===== src/rtl/ysyx_040750_hazard_unit.sv =====
`default_nettype none
// ============================================================================
// Module   : ysyx_040750_hazard_unit
// Purpose  : Destination-register scoreboard for EX/MEM/WB/retired slots;
//            drives forwarding match vectors and load-use stall requests.
// Revision : 1.0 - initial release
// ============================================================================
module ysyx_040750_hazard_unit (
  input  logic       I_sys_clk,
  input  logic       I_rst,
  input  logic       I_ID_valid,
  input  logic [4:0] I_ID_rs1,
  input  logic [4:0] I_ID_rs2,
  input  logic       I_ID_rs1_used,
  input  logic       I_ID_rs2_used,
  input  logic [4:0] I_ID_rd,
  input  logic       I_ID_reg_wen,
  input  logic       I_ID_is_load,
  input  logic       I_flush,
  input  logic       I_pipe_hold,
  output logic [1:0] O_EX_stall,
  output logic [1:0] O_MEM_stall,
  output logic [1:0] O_WB_stall,
  output logic       O_EX_reg_wen,
  output logic       O_MEM_reg_wen,
  output logic       O_WB_reg_wen,
  output logic       O_load_use_stall
);

  // Producer slots
  logic       ex_valid, mem_valid, wb_valid, ret_valid;
  logic [4:0] ex_rd, mem_rd, wb_rd, ret_rd;
  logic       ex_wen, mem_wen, wb_wen, ret_wen;
  logic       ex_load, mem_load, wb_load, ret_load;

  // Consumer fields of the EX slot
  logic [4:0] ex_rs1, ex_rs2;
  logic       ex_rs1_used, ex_rs2_used;

  logic       take_id;
  logic       ex_load_producer;
  logic       mem_prod, wb_prod, ret_prod;

  assign ex_load_producer = ex_valid & ex_load & ex_wen & (ex_rd != 5'd0);

  assign O_load_use_stall = I_ID_valid & ~I_flush & ex_load_producer &
                            ((I_ID_rs1_used & (I_ID_rs1 == ex_rd)) |
                             (I_ID_rs2_used & (I_ID_rs2 == ex_rd)));

  assign take_id = I_ID_valid & ~I_flush & ~O_load_use_stall;

  assign mem_prod = mem_valid & mem_wen & (mem_rd != 5'd0);
  assign wb_prod  = wb_valid  & wb_wen  & (wb_rd  != 5'd0);
  assign ret_prod = ret_valid & ret_wen & (ret_rd != 5'd0);

  assign O_EX_reg_wen  = mem_prod;
  assign O_MEM_reg_wen = wb_prod;
  assign O_WB_reg_wen  = ret_prod;

  // Every matching distance is reported; the forwarding mux picks the nearest.
  assign O_EX_stall[1]  = ex_valid & ex_rs1_used & mem_prod & (mem_rd == ex_rs1);
  assign O_EX_stall[0]  = ex_valid & ex_rs2_used & mem_prod & (mem_rd == ex_rs2);
  assign O_MEM_stall[1] = ex_valid & ex_rs1_used & wb_prod  & (wb_rd  == ex_rs1);
  assign O_MEM_stall[0] = ex_valid & ex_rs2_used & wb_prod  & (wb_rd  == ex_rs2);
  assign O_WB_stall[1]  = ex_valid & ex_rs1_used & ret_prod & (ret_rd == ex_rs1);
  assign O_WB_stall[0]  = ex_valid & ex_rs2_used & ret_prod & (ret_rd == ex_rs2);

  always_ff @(posedge I_sys_clk) begin
    if (I_rst) begin
      ex_valid    <= 1'b0;  ex_rd  <= 5'd0;  ex_wen  <= 1'b0;  ex_load  <= 1'b0;
      mem_valid   <= 1'b0;  mem_rd <= 5'd0;  mem_wen <= 1'b0;  mem_load <= 1'b0;
      wb_valid    <= 1'b0;  wb_rd  <= 5'd0;  wb_wen  <= 1'b0;  wb_load  <= 1'b0;
      ret_valid   <= 1'b0;  ret_rd <= 5'd0;  ret_wen <= 1'b0;  ret_load <= 1'b0;
      ex_rs1      <= 5'd0;
      ex_rs2      <= 5'd0;
      ex_rs1_used <= 1'b0;
      ex_rs2_used <= 1'b0;
    end else if (!I_pipe_hold) begin
      ret_valid <= wb_valid;   ret_rd <= wb_rd;   ret_wen <= wb_wen;   ret_load <= wb_load;
      wb_valid  <= mem_valid;  wb_rd  <= mem_rd;  wb_wen  <= mem_wen;  wb_load  <= mem_load;
      mem_valid <= ex_valid;   mem_rd <= ex_rd;   mem_wen <= ex_wen;   mem_load <= ex_load;
      if (take_id) begin
        ex_valid    <= 1'b1;
        ex_rd       <= I_ID_rd;
        ex_wen      <= I_ID_reg_wen;
        ex_load     <= I_ID_is_load;
        ex_rs1      <= I_ID_rs1;
        ex_rs2      <= I_ID_rs2;
        ex_rs1_used <= I_ID_rs1_used;
        ex_rs2_used <= I_ID_rs2_used;
      end else begin
        ex_valid    <= 1'b0;
        ex_rd       <= 5'd0;
        ex_wen      <= 1'b0;
        ex_load     <= 1'b0;
        ex_rs1      <= 5'd0;
        ex_rs2      <= 5'd0;
        ex_rs1_used <= 1'b0;
        ex_rs2_used <= 1'b0;
      end
    end
  end

  // Load flag is carried down the pipe for visibility; only the EX copy drives logic.
  logic unused_load_bits;
  assign unused_load_bits = mem_load ^ wb_load ^ ret_load;

endmodule
`default_nettype wire

===== config.mk =====
export PLATFORM = sky130hd
export DESIGN_NAME = ysyx_040750_hazard_unit
export DESIGN_NICKNAME = d
export VERILOG_FILES = /design/src/rtl/ysyx_040750_hazard_unit.sv
export SDC_FILE = /design/constraint.sdc
export NUM_CORES = 1
export LEC_CHECK = 0
export CAP_MARGIN = 10
export CELL_PAD_IN_SITES_DETAIL_PLACEMENT = 1
export CELL_PAD_IN_SITES_GLOBAL_PLACEMENT = 2
export CORE_MARGIN = 3
export CORE_UTILIZATION = 35
export DETAILED_ROUTE_END_ITERATION = 10
export GPL_ROUTABILITY_DRIVEN = 0
export GPL_TIMING_DRIVEN = 0
export MAX_ROUTING_LAYER = met4
export PLACE_DENSITY = 0.84
export SETUP_SLACK_MARGIN = 0.3
export SLEW_MARGIN = 15
export SYNTH_ARGS = -nofsm -noshare
export SYNTH_HDL_FRONTEND = slang
export SYNTH_SLANG_ARGS = --single-unit

===== constraint.sdc =====
create_clock -name I_sys_clk -period 2.9 [get_ports I_sys_clk]
set_input_delay 0.725 -clock I_sys_clk [delete_from_list [all_inputs] [get_ports I_sys_clk]]
set_output_delay 0.725 -clock I_sys_clk [all_outputs]
set_load 0.05 [all_outputs]

==> results of run 1 <==
-- layer usage --
| metal | wire length (um) | vias up | GRT usage, % |
|---|---|---|---|
| li1 | - | 941 | - |
| met1 | 2950 | 933 | 23.0 |
| met2 | 3020 | 38 | 30.6 |
| met3 | 187 | 11 | 3.06 |
| met4 | 133 | 0 | 7.75 |
| met5 | 0 | - | - |
-- report_power, final --
part	internal, mW	switching [mW]
Combinational	0.0771	0.0718
Sequential	0.578	0.0277
Clock	0.189	0.196
-- kinds of logic (layout without fill, tap and decap cells) --
kind of cell / Yosys count / after routing / share of synthesized area [%]
and+or+nand+nor: 66 / 66 / 15.2
xor gates and xnor gates: 40 / 40 / 16.6
buffers and inverters: 19 / 69 / 4.45
AOI/OAI and AO/OA: 45 / 45 / 14.9
DFF: 41 / 41 / 38.9
muxes: 21 / 21 / 9.96
-- path summary, 6_finish.rpt --
kind                          start                  endpoint  slack, ps  cells after the start
max reg2reg   ex_rd[1]$_SDFFE_PP0N_  ex_rs1_used$_SDFFE_PP0N_       1130                      6
min             ex_wen$_SDFFE_PP0N_       ex_wen$_SDFFE_PP0N_        510                      2
max          mem_rd[0]$_SDFFE_PP0N_             O_EX_stall[1]        320                      5
min reg2reg     ex_wen$_SDFFE_PP0N_       ex_wen$_SDFFE_PP0N_        510                      2
-- registers in the layout (all words and copies together), names as in the netlist, 5 cells and up --
register,count
ex_rs2,5
mem_rd,5
ex_rs1,5
ret_rd,5
ex_rd,5
wb_rd,5
-- critical path: cells and delay by family, from the launching register on --
kind	cells	cell delay (ps)
and+or+nand+nor	2	590
AOI/OAI and AO/OA	1	250
DFF	1	360
buffers and inverters	2	360
-- cells in the mapped netlist --
cell type	number
mux2i_1	21
and4b_1	1
nor4_1	6
o22ai_1	1
a22oi_1	1
a32oi_1	19
xor2_1	6
nand4_1	8
clkbuf_1	7
xnor2_1	34
nor2_1	21
nor2b_1	2
buf_2	6
buf_6	2
o211ai_2	1
o21ai_1	20
or4_1	4
inv_1	4
o211ai_1	3
dfxtp_1	41
nand2_1	23
nor4b_2	1
-- placed cells by master (no fill, tap or decap), types with 3 or more instances in the layout --
master | Yosys | routed
nor2_1 | 21 | 21
mux2i_1 | 21 | 21
dlymetal6s2s_1 | 0 | 4
nand2_1 | 23 | 23
dfxtp_1 | 41 | 36
clkdlybuf4s50_1 | 0 | 10
clkbuf_8 | 0 | 6
dlygate4sd2_1 | 0 | 8
inv_1 | 4 | 4
o211ai_1 | 3 | 3
nor4_2 | 0 | 4
xnor2_1 | 34 | 34
nand4_1 | 8 | 8
dfxtp_4 | 0 | 3
xor2_1 | 6 | 6
buf_4 | 0 | 14
o21ai_1 | 20 | 20
buf_2 | 6 | 12
a32oi_1 | 19 | 19
clkbuf_1 | 7 | 8
-- metrics by stage --
stage | setup WS, ps | util, % | total power [mW]
floorplan | -6.50 | - | 0.700
detailed placement | -580 | 44.7 | 0.769
finish | 324 | 47.9 | 1.14
global route | 259 | 47.9 | 1.19
global placement | -566 | 44.7 | 0.766
CTS | 190 | 47.0 | 1.16
-- timing repair --
action / CTS / global route
resized for setup: 74 / 14
endpoints found under the setup margin: 10 / 6
gates cloned: 0 / 0
setup buffers: 7 / 4
pin swaps: 5 / 2
-- area by class of cell --
cell class                      instances  area, um2  area share, %
Timing Repair Buffer                   43        370           13.6
Multi-Input combinational cell        172       1240           45.7
Sequential cell                        41        835           30.7
Tap cell                               72       90.1           3.31
Clock buffer                            7       86.3           3.18
Inverter                                4       15.0          0.552
Buffer                                 15       78.8           2.90
==> flow_metrics.tcl, run 1 <==
set metrics [dict create \
    cp_common_cell "buf_4" \
    cp_cell_sequence "or4_4 -> o211ai_1 -> buf_4 -> nor4_1 -> buf_4" \
    clkTransAtPathRegs_ps 80 \
    first_pass_iters 4 \
    finalCritPeriodShare_pct 88.8 \
    max-slew-margin-rel_pct 67.0 \
    yosysSeqAreaShare_pct 38.9 \
    first_iter_violations 46 \
    grt_pass1_vias 2017 \
    dieArea_um2 7000 \
    critPathMaxFanout 4 \
    endpoint_kind "output pin" \
    hold_path_class "flop to flop" \
    nFillCells 675 \
    syn_nets 256 \
    avgSynthCellArea_um2 9.10 \
    die_x_um 83.7 \
    dp_hpwl_um 4520 \
    overflow 0 \
    fin_area_um2 2720 \
    synthToLayoutAreaGrowth_pct 28.7 \
    io_pins 34 \
    ys_ff_latch 41 \
    diodes 0 \
    rsz0062_at_grt "yes" \
    route.detailed.drc 0 \
    cts-root-buf "clkbuf_8" \
    ant_nets 0 \
    ir_worst_vdd_uv 138 \
    cts-buffers-inserted 5 \
    core_area_um2 5680 \
    cp.arrival_ps 1850 \
    antenna_found_initial 0 \
    synth_top_cell_by_area "dfxtp_1" \
    worst_pin_slew_ps 494 \
    final-max-slew-violation-count 0 \
    cts_sinks 41 \
    via_per_inst 5.43 \
    yosysWarningCount 0 \
    netlist_area_um2 2110 \
    initial_core_util_pct 37.2 \
    max_freq_ghz 0.388 \
    dpl.cell_count 336 \
    wirelength_um 6290 \
    final_hold_viol_count 0 \
    holdWs_ps 515 \
    instances_no_fill 354 \
    wl_per_cell_um 17.8 \
    finalNetCount 306 \
    fp-row-count 27 \
    vias 1923 \
    netlist.area_leader.share_pct 38.9 \
    fin_crit_ps 2580 \
    grt_max_degree 12 \
    skew_ps 6.59 \
    start_kind "flop" \
    report.final.setup_viol 0 \
    cp_slowest_stage_delay_ps 530 \
    syn_inst 232 \
    p_per_area_nw_per_um2 419 \
    maxCapViolations 0 \
    htreeDepth 2 \
    finalSetupTns_ps 0 \
    synth_area_leaders "dfxtp_1, xnor2_1, mux2i_1, a32oi_1, o21ai_1" \
    hold_buffers 0 \
    port_buffers 32 \
    cp.required_ps 2170 \
    clock_path_buffers 2 \
    synth_cell_types 22 \
    cts_tree "yes" \
    slowest_stage "or4_4" \
    p_leak_nw 1.09 \
    worst-setup-path-type "flop to output pin" \
    die_h_um 83.7 \
    grt_pass1_wl_um 10200 \
    place_area_um2 2540 \
    drive_gt1_share_pct 17.7 \
    status "finished, final reports clean" \
    clock_latency_ps 300 \
    track_usage_pct 18.8 \
]
Note: power is estimated with default switching activity, not from simulation.
==> run 2: changes to the inputs <==
- ABC_CLOCK_PERIOD_IN_PS: default -> 2300
- CORE_UTILIZATION: 35 -> 29
- GPL_ROUTABILITY_DRIVEN: 0 -> 1
- PLACE_DENSITY: 0.84 -> 0.75
- clock period: 2.9 -> 2.3 ns (I/O delays scaled with it)
==> run 2 against run 1 <==
  * The flow now finishes with violations (setup timing)
  * Die area up 19%
  * Core utilization down 6.3 points
  * Critical path depth unchanged
  * Design area up 5.8%
  * Worst setup slack worse by 350 ps
  * Non-clock buffer count up 1
  * Via count down 0.62%
  * Clock power up 22%
  * Sequential power up 25%
  * Clock-buffer cell count down 1
  * Sequential cell count unchanged
  * Largest cell class unchanged
  * Largest power group unchanged
==> flow_metrics.tcl, run 2 (same netlist as run 1, synthesis figures left out) <==
set metrics [dict create \
    die_h_um 91.3 \
    start_kind "flop" \
    overflow 0 \
    finalCritPeriodShare_pct 101 \
    cts_tree "yes" \
    clock_latency_ps 290 \
    via_per_inst 5.03 \
    final_common_cell "xnor2_1" \
    skew_ps 5.76 \
    final_hold_viol_count 0 \
    fin_area_um2 2880 \
    timing.critical_path.buf_inv 2 \
    report.final.setup_viol 6 \
    crit_family "simple AND/OR/NAND/NOR gates" \
    rsz0062_at_grt "yes" \
    final_core_util_pct 41.6 \
    max-slew-margin-rel_pct 64.6 \
    final_cell_mix "xnor2_1, dfxtp_1, nand2_1" \
    hold_buffers 0 \
    gp_congestion 0.776 \
    rrSetupSlack_ps 520 \
    dpl.cell_count 360 \
    grt_max_degree 13 \
    clock_path_buffers 2 \
    ant_nets 0 \
    p_leak_nw 1.08 \
    cp.arrival_ps 1750 \
    dieArea_um2 8340 \
    p_per_area_nw_per_um2 498 \
    multiInputGateArea_um2 1310 \
    endpoint "O_EX_stall[0]" \
    finalNetCount 307 \
    first_pass_iters 4 \
    place_area_um2 2600 \
    holdWs_ps 511 \
    maxCapViolations 0 \
    dp_hpwl_um 4670 \
    register_area_um2 855 \
    io_pins 34 \
    cp_slowest_stage_delay_ps 530 \
    route.detailed.drc 0 \
    htreeDepth 2 \
    final-max-slew-violation-count 0 \
    cp_cell_sequence "or4_4 -> o211ai_1 -> buf_4 -> nor4_4 -> buf_6" \
    r2r_cells 6 \
    cts-root-buf "clkbuf_8" \
    cts_sinks 41 \
    endpoint_kind "output pin" \
    r2r_end "ex_rs2[4]$_SDFFE_PP0N_" \
    violations "setup timing" \
    status "finished with violations" \
    fp-row-count 30 \
    crit_cells 5 \
    critPathMaxFanout 3 \
    port_buffers 32 \
    startpoint "mem_rd[0]$_SDFFE_PP0N_" \
    fin_crit_ps 2320 \
    initial_core_util_pct 30.6 \
    drive_gt1_share_pct 23.2 \
    synthToLayoutAreaGrowth_pct 36.2 \
    grt_pass1_wl_um 10400 \
    wl_per_cell_um 16.6 \
    hold_path_class "flop to flop" \
    core_area_um2 6910 \
    grt_pass1_vias 1871 \
    vias 1911 \
    cp.required_ps 1730 \
    ir_worst_vdd_uv 163 \
    die_x_um 91.3 \
    nFillCells 799 \
    reg2reg_from "ex_rd[1]$_SDFFE_PP0N_" \
    cts-buffers-inserted 5 \
    instances_no_fill 380 \
    wirelength_um 6300 \
    track_usage_pct 16.2 \
    slowest_stage "or4_4" \
    max_freq_ghz 0.431 \
    finalWorstSetupSlack_ps -22.3 \
    diodes 0 \
    clkTransAtPathRegs_ps 80 \
    worst-setup-path-type "flop to output pin" \
    first_iter_violations 76 \
    antenna_found_initial 0 \
    worst_pin_slew_ps 531 \
]
## run 2: changes by cell type in the layout (fill, tap and decap cells not counted), sizes merged
| cell | change |
|---|---|
| clkinv | +2 |
| dlymetal6s2s | -4 |
| buf | +1 |
| clkbuf | -1 |
| dlygate4sd2 | +4 |
## run 2: report_power, final
| part | internal [mW] | switching (mW) |
|---|---|---|
| Sequential | 0.724 | 0.0349 |
| Clock | 0.211 | 0.260 |
| Combinational | 0.101 | 0.101 |
| Total | 1.04 | 0.396 |
## run 2: final cells by class
cell class / instances / area share (%)
tap: 96 / 4.18
sequential: 41 / 29.7
clock inverter: 2 / 0.348
multi-input combinational: 172 / 45.7
clock buffer: 6 / 2.52
inverter: 4 / 0.522
buffer: 15 / 2.83
timing repair buffer: 44 / 14.2
## run 2: how the worst min path moves through the flow
stage | cells after the start | startpoint | to | slack, ps
final | 2 | ret_wen$_SDFFE_PP0N_ | ret_wen$_SDFFE_PP0N_ | 510
after global routing | 2 | ex_wen$_SDFFE_PP0N_ | ex_wen$_SDFFE_PP0N_ | 560
after CTS | 2 | ex_wen$_SDFFE_PP0N_ | ex_wen$_SDFFE_PP0N_ | 520
after detailed placement | 2 | ex_wen$_SDFFE_PP0N_ | ex_wen$_SDFFE_PP0N_ | 490
after global placement | 2 | ex_load$_SDFFE_PP0N_ | ex_load$_SDFFE_PP0N_ | 480
after floorplan | 2 | ex_rs1_used$_SDFFE_PP0N_ | ex_rs1_used$_SDFFE_PP0N_ | 440
## run 2: worst reg2reg max path, stage by stage, from the launching register on
cell and delay [ps]:
dfxtp_1 500, xnor2_1 160, nand4_1 120, o22ai_2 190, buf_4 150, clkbuf_1 390
o21ai_1 150
## run 2: metrics by stage
| step | power [mW] | worst slack (ps) | setup TNS (ps) |
|---|---|---|---|
| after floorplan | 0.886 | 80.1 | 0 |
| after global placement | 0.974 | -889 | -5090 |
| after detailed placement | 0.976 | -904 | -5720 |
| after CTS | 1.45 | -34.6 | -202 |
| after global routing | 1.51 | -86.1 | -612 |
| final | 1.43 | -22.3 | -81.4 |
## run 2: routing by layer
layer  part of all wire (%)  GRT usage, %
met5                      0             -
met4                    1.4          4.90
met3                    3.1          2.73
met2                     47          25.5
met1                     48          21.4
## run 2: repair_timing
action,4_1_cts,5_1_grt
gates resized for setup,115,8
gates cloned,0,0
pin swaps,16,7
setup endpoints to repair,30,29
buffers inserted,12,0
==> run 3: changes to the inputs <==
- GPL_TIMING_DRIVEN: 0 -> default
==> run 3 against run 2 <==
  * The flow still finishes with violations (setup timing)
  * Clock power about the same
  * Clock skew down 1.6 ps
  * Register-to-register slack worse by 270 ps
  * Sequential cell count unchanged
  * Via count up 5.7%
  * Non-clock buffer count up 21
  * Critical path type unchanged
  * Highest routed layer unchanged
==> flow_metrics.tcl, run 3 (same netlist as run 1, synthesis figures left out) <==
set metrics [dict create \
    status "finished with violations" \
    violations "setup timing" \
    io_pins 34 \
    die_x_um 91.3 \
    synthToLayoutAreaGrowth_pct 53.7 \
    ant_nets 0 \
    gp_congestion 0.822 \
    dieArea_um2 8340 \
    swShare_pct 27.2 \
    p_int_mw 1.09 \
    wirelength_um 6760 \
    clkTransAtPathRegs_ps 80 \
    first_pass_iters 4 \
    critPathMaxFanout 3 \
    vias 2020 \
    final-max-slew-violation-count 0 \
    p_per_area_nw_per_um2 461 \
    report.final.setup_viol 4 \
    start_kind "flop" \
    fin_crit_ps 2310 \
    clock_path_buffers 2 \
    cts-buffers-inserted 5 \
    cp_slowest_stage_delay_ps 530 \
    p_leak_nw 1.26 \
    finalCritPeriodShare_pct 101 \
    clock_power_share_pct 31.4 \
    max_freq_ghz 0.432 \
    overflow 0 \
    worst-setup-path-type "flop to output pin" \
    timing.critical_path.buf_inv 2 \
    final_hold_viol_count 0 \
    cp.required_ps 1730 \
    worst_pin_slew_ps 303 \
    maxCapViolations 0 \
    cts_tree "yes" \
    antenna_found_initial 0 \
    port_buffers 33 \
    finalNetCount 328 \
    dp_hpwl_um 4570 \
    grt_pass1_vias 2006 \
    wl_per_cell_um 16.9 \
    endpoint_kind "output pin" \
    grt_max_degree 41 \
    grt_pass1_wl_um 10300 \
    finalWorstSetupSlack_ps -14.7 \
    pwr-share-seq_pct 50.9 \
    finalSetupTns_ps -42.7 \
    hold_buffers 0 \
    p_switching_mw 0.408 \
    final_cell_mix "buf_4, xnor2_1, dfxtp_1" \
    cts_sinks 41 \
    cp_cell_sequence "or4_4 -> o211ai_1 -> buf_4 -> nor4_4 -> buf_6" \
    slowest_stage "or4_4" \
    drive_gt1_share_pct 39.3 \
    crit_family "simple AND/OR/NAND/NOR gates" \
    route.detailed.drc 0 \
    fp-row-count 30 \
    clock_latency_ps 290 \
    initial_core_util_pct 30.6 \
    dp_slack_ps -221 \
    final_common_cell "buf_4" \
    cts-root-buf "clkbuf_8" \
    rsz0062_at_grt "yes" \
    htreeDepth 2 \
    first_iter_violations 46 \
    hold_path_class "flop to flop" \
    cp.arrival_ps 1740 \
    via_per_inst 5.04 \
    core_area_um2 6910 \
    skew_ps 4.14 \
    track_usage_pct 16.2 \
    die_h_um 91.3 \
    diodes 0 \
    ir_worst_vdd_uv 265 \
    max-slew-margin-rel_pct 79.8 \
    p_comb_share_pct 17.7 \
]
-- run 3: cell count changes in the layout (fill, tap and decap cells not counted), moves of 3 or more --
cell           previous run  this run
dfxtp_4                   8         3
o21ai_2                   0        18
buf_12                    0         3
buf_4                    13        34
dfxtp_2                   3        10
o21ai_1                  20         2
clkbuf_2                  2         5
dlygate4sd2_1            12         4
buf_6                    10        16
buf_2                     6         2
clkbuf_1                  6         3
-- run 3: final cells by class --
cell class                      instances  area, um2
Sequential cell                        41        845
Clock buffer                            8       80.1
Fill cell                             778       3660
Tap cell                               96        120
Inverter                                4       15.0
Multi-Input combinational cell        172       1420
Timing Repair Buffer                   80        767
-- run 3: final timing paths --
path / start / to / slack, ps / cells past startpoint
worst max-delay path: ret_rd[1]$_SDFFE_PP0N_ / O_WB_stall[0] / -10 / 5
worst min-delay path: ex_rs2_used$_SDFFE_PP0N_ / ex_rs2_used$_SDFFE_PP0N_ / 480 / 2
worst max register to register: ex_rd[3]$_SDFFE_PP0N_ / ex_rd[3]$_SDFFE_PP0N_ / 250 / 14
worst min register to register: ex_rs2_used$_SDFFE_PP0N_ / ex_rs2_used$_SDFFE_PP0N_ / 480 / 2
-- run 3: worst min-delay path: stages (launching register included) --
cell and delay [ps]:
dfxtp_1 340, a32oi_1 70, o21ai_2 50
-- run 3: timing repair --
item / CTS / global route
setup endpoints to repair: 10 / 30
setup buffers: 12 / 3
pin swaps: 13 / 35
endpoints found under the hold margin: 0 / 0
cloned: 0 / 3
gates resized for setup: 60 / 47
-- run 3: power groups by stage --
stage	sequential (mW)	clock, mW	combinational (mW)
after floorplan	0.771	0	0.115
after global placement	0.779	0	0.216
after detailed placement	0.779	0	0.221
after CTS	0.762	0.481	0.233
after global routing	0.766	0.511	0.286
final	0.762	0.469	0.265
-- run 3: routing by layer --
layer / up-vias / part of all wire (%) / global-route usage (%)
met4: 0 / 1.7 / 4.77
met3: 9 / 2.9 / 4.06
met1: 981 / 46 / 20.3
met5: - / 0 / -
li1: 984 / - / -
met2: 46 / 49 / 25.9
-- run 3: metrics by stage --
stage / hold slack, ps / instance area (um2) / instances / power (mW) / util (%)
floorplan: 442 / 2160 / 232 / 0.886 / -
global placement: 461 / 2750 / 375 / 0.995 / 39.9
detailed placement: 470 / 2750 / 375 / 1.00 / 39.9
CTS: 491 / 3020 / 395 / 1.48 / 43.8
global route: 504 / 3240 / 401 / 1.56 / 47.0
finish: 479 / 3240 / 401 / 1.50 / 47.0
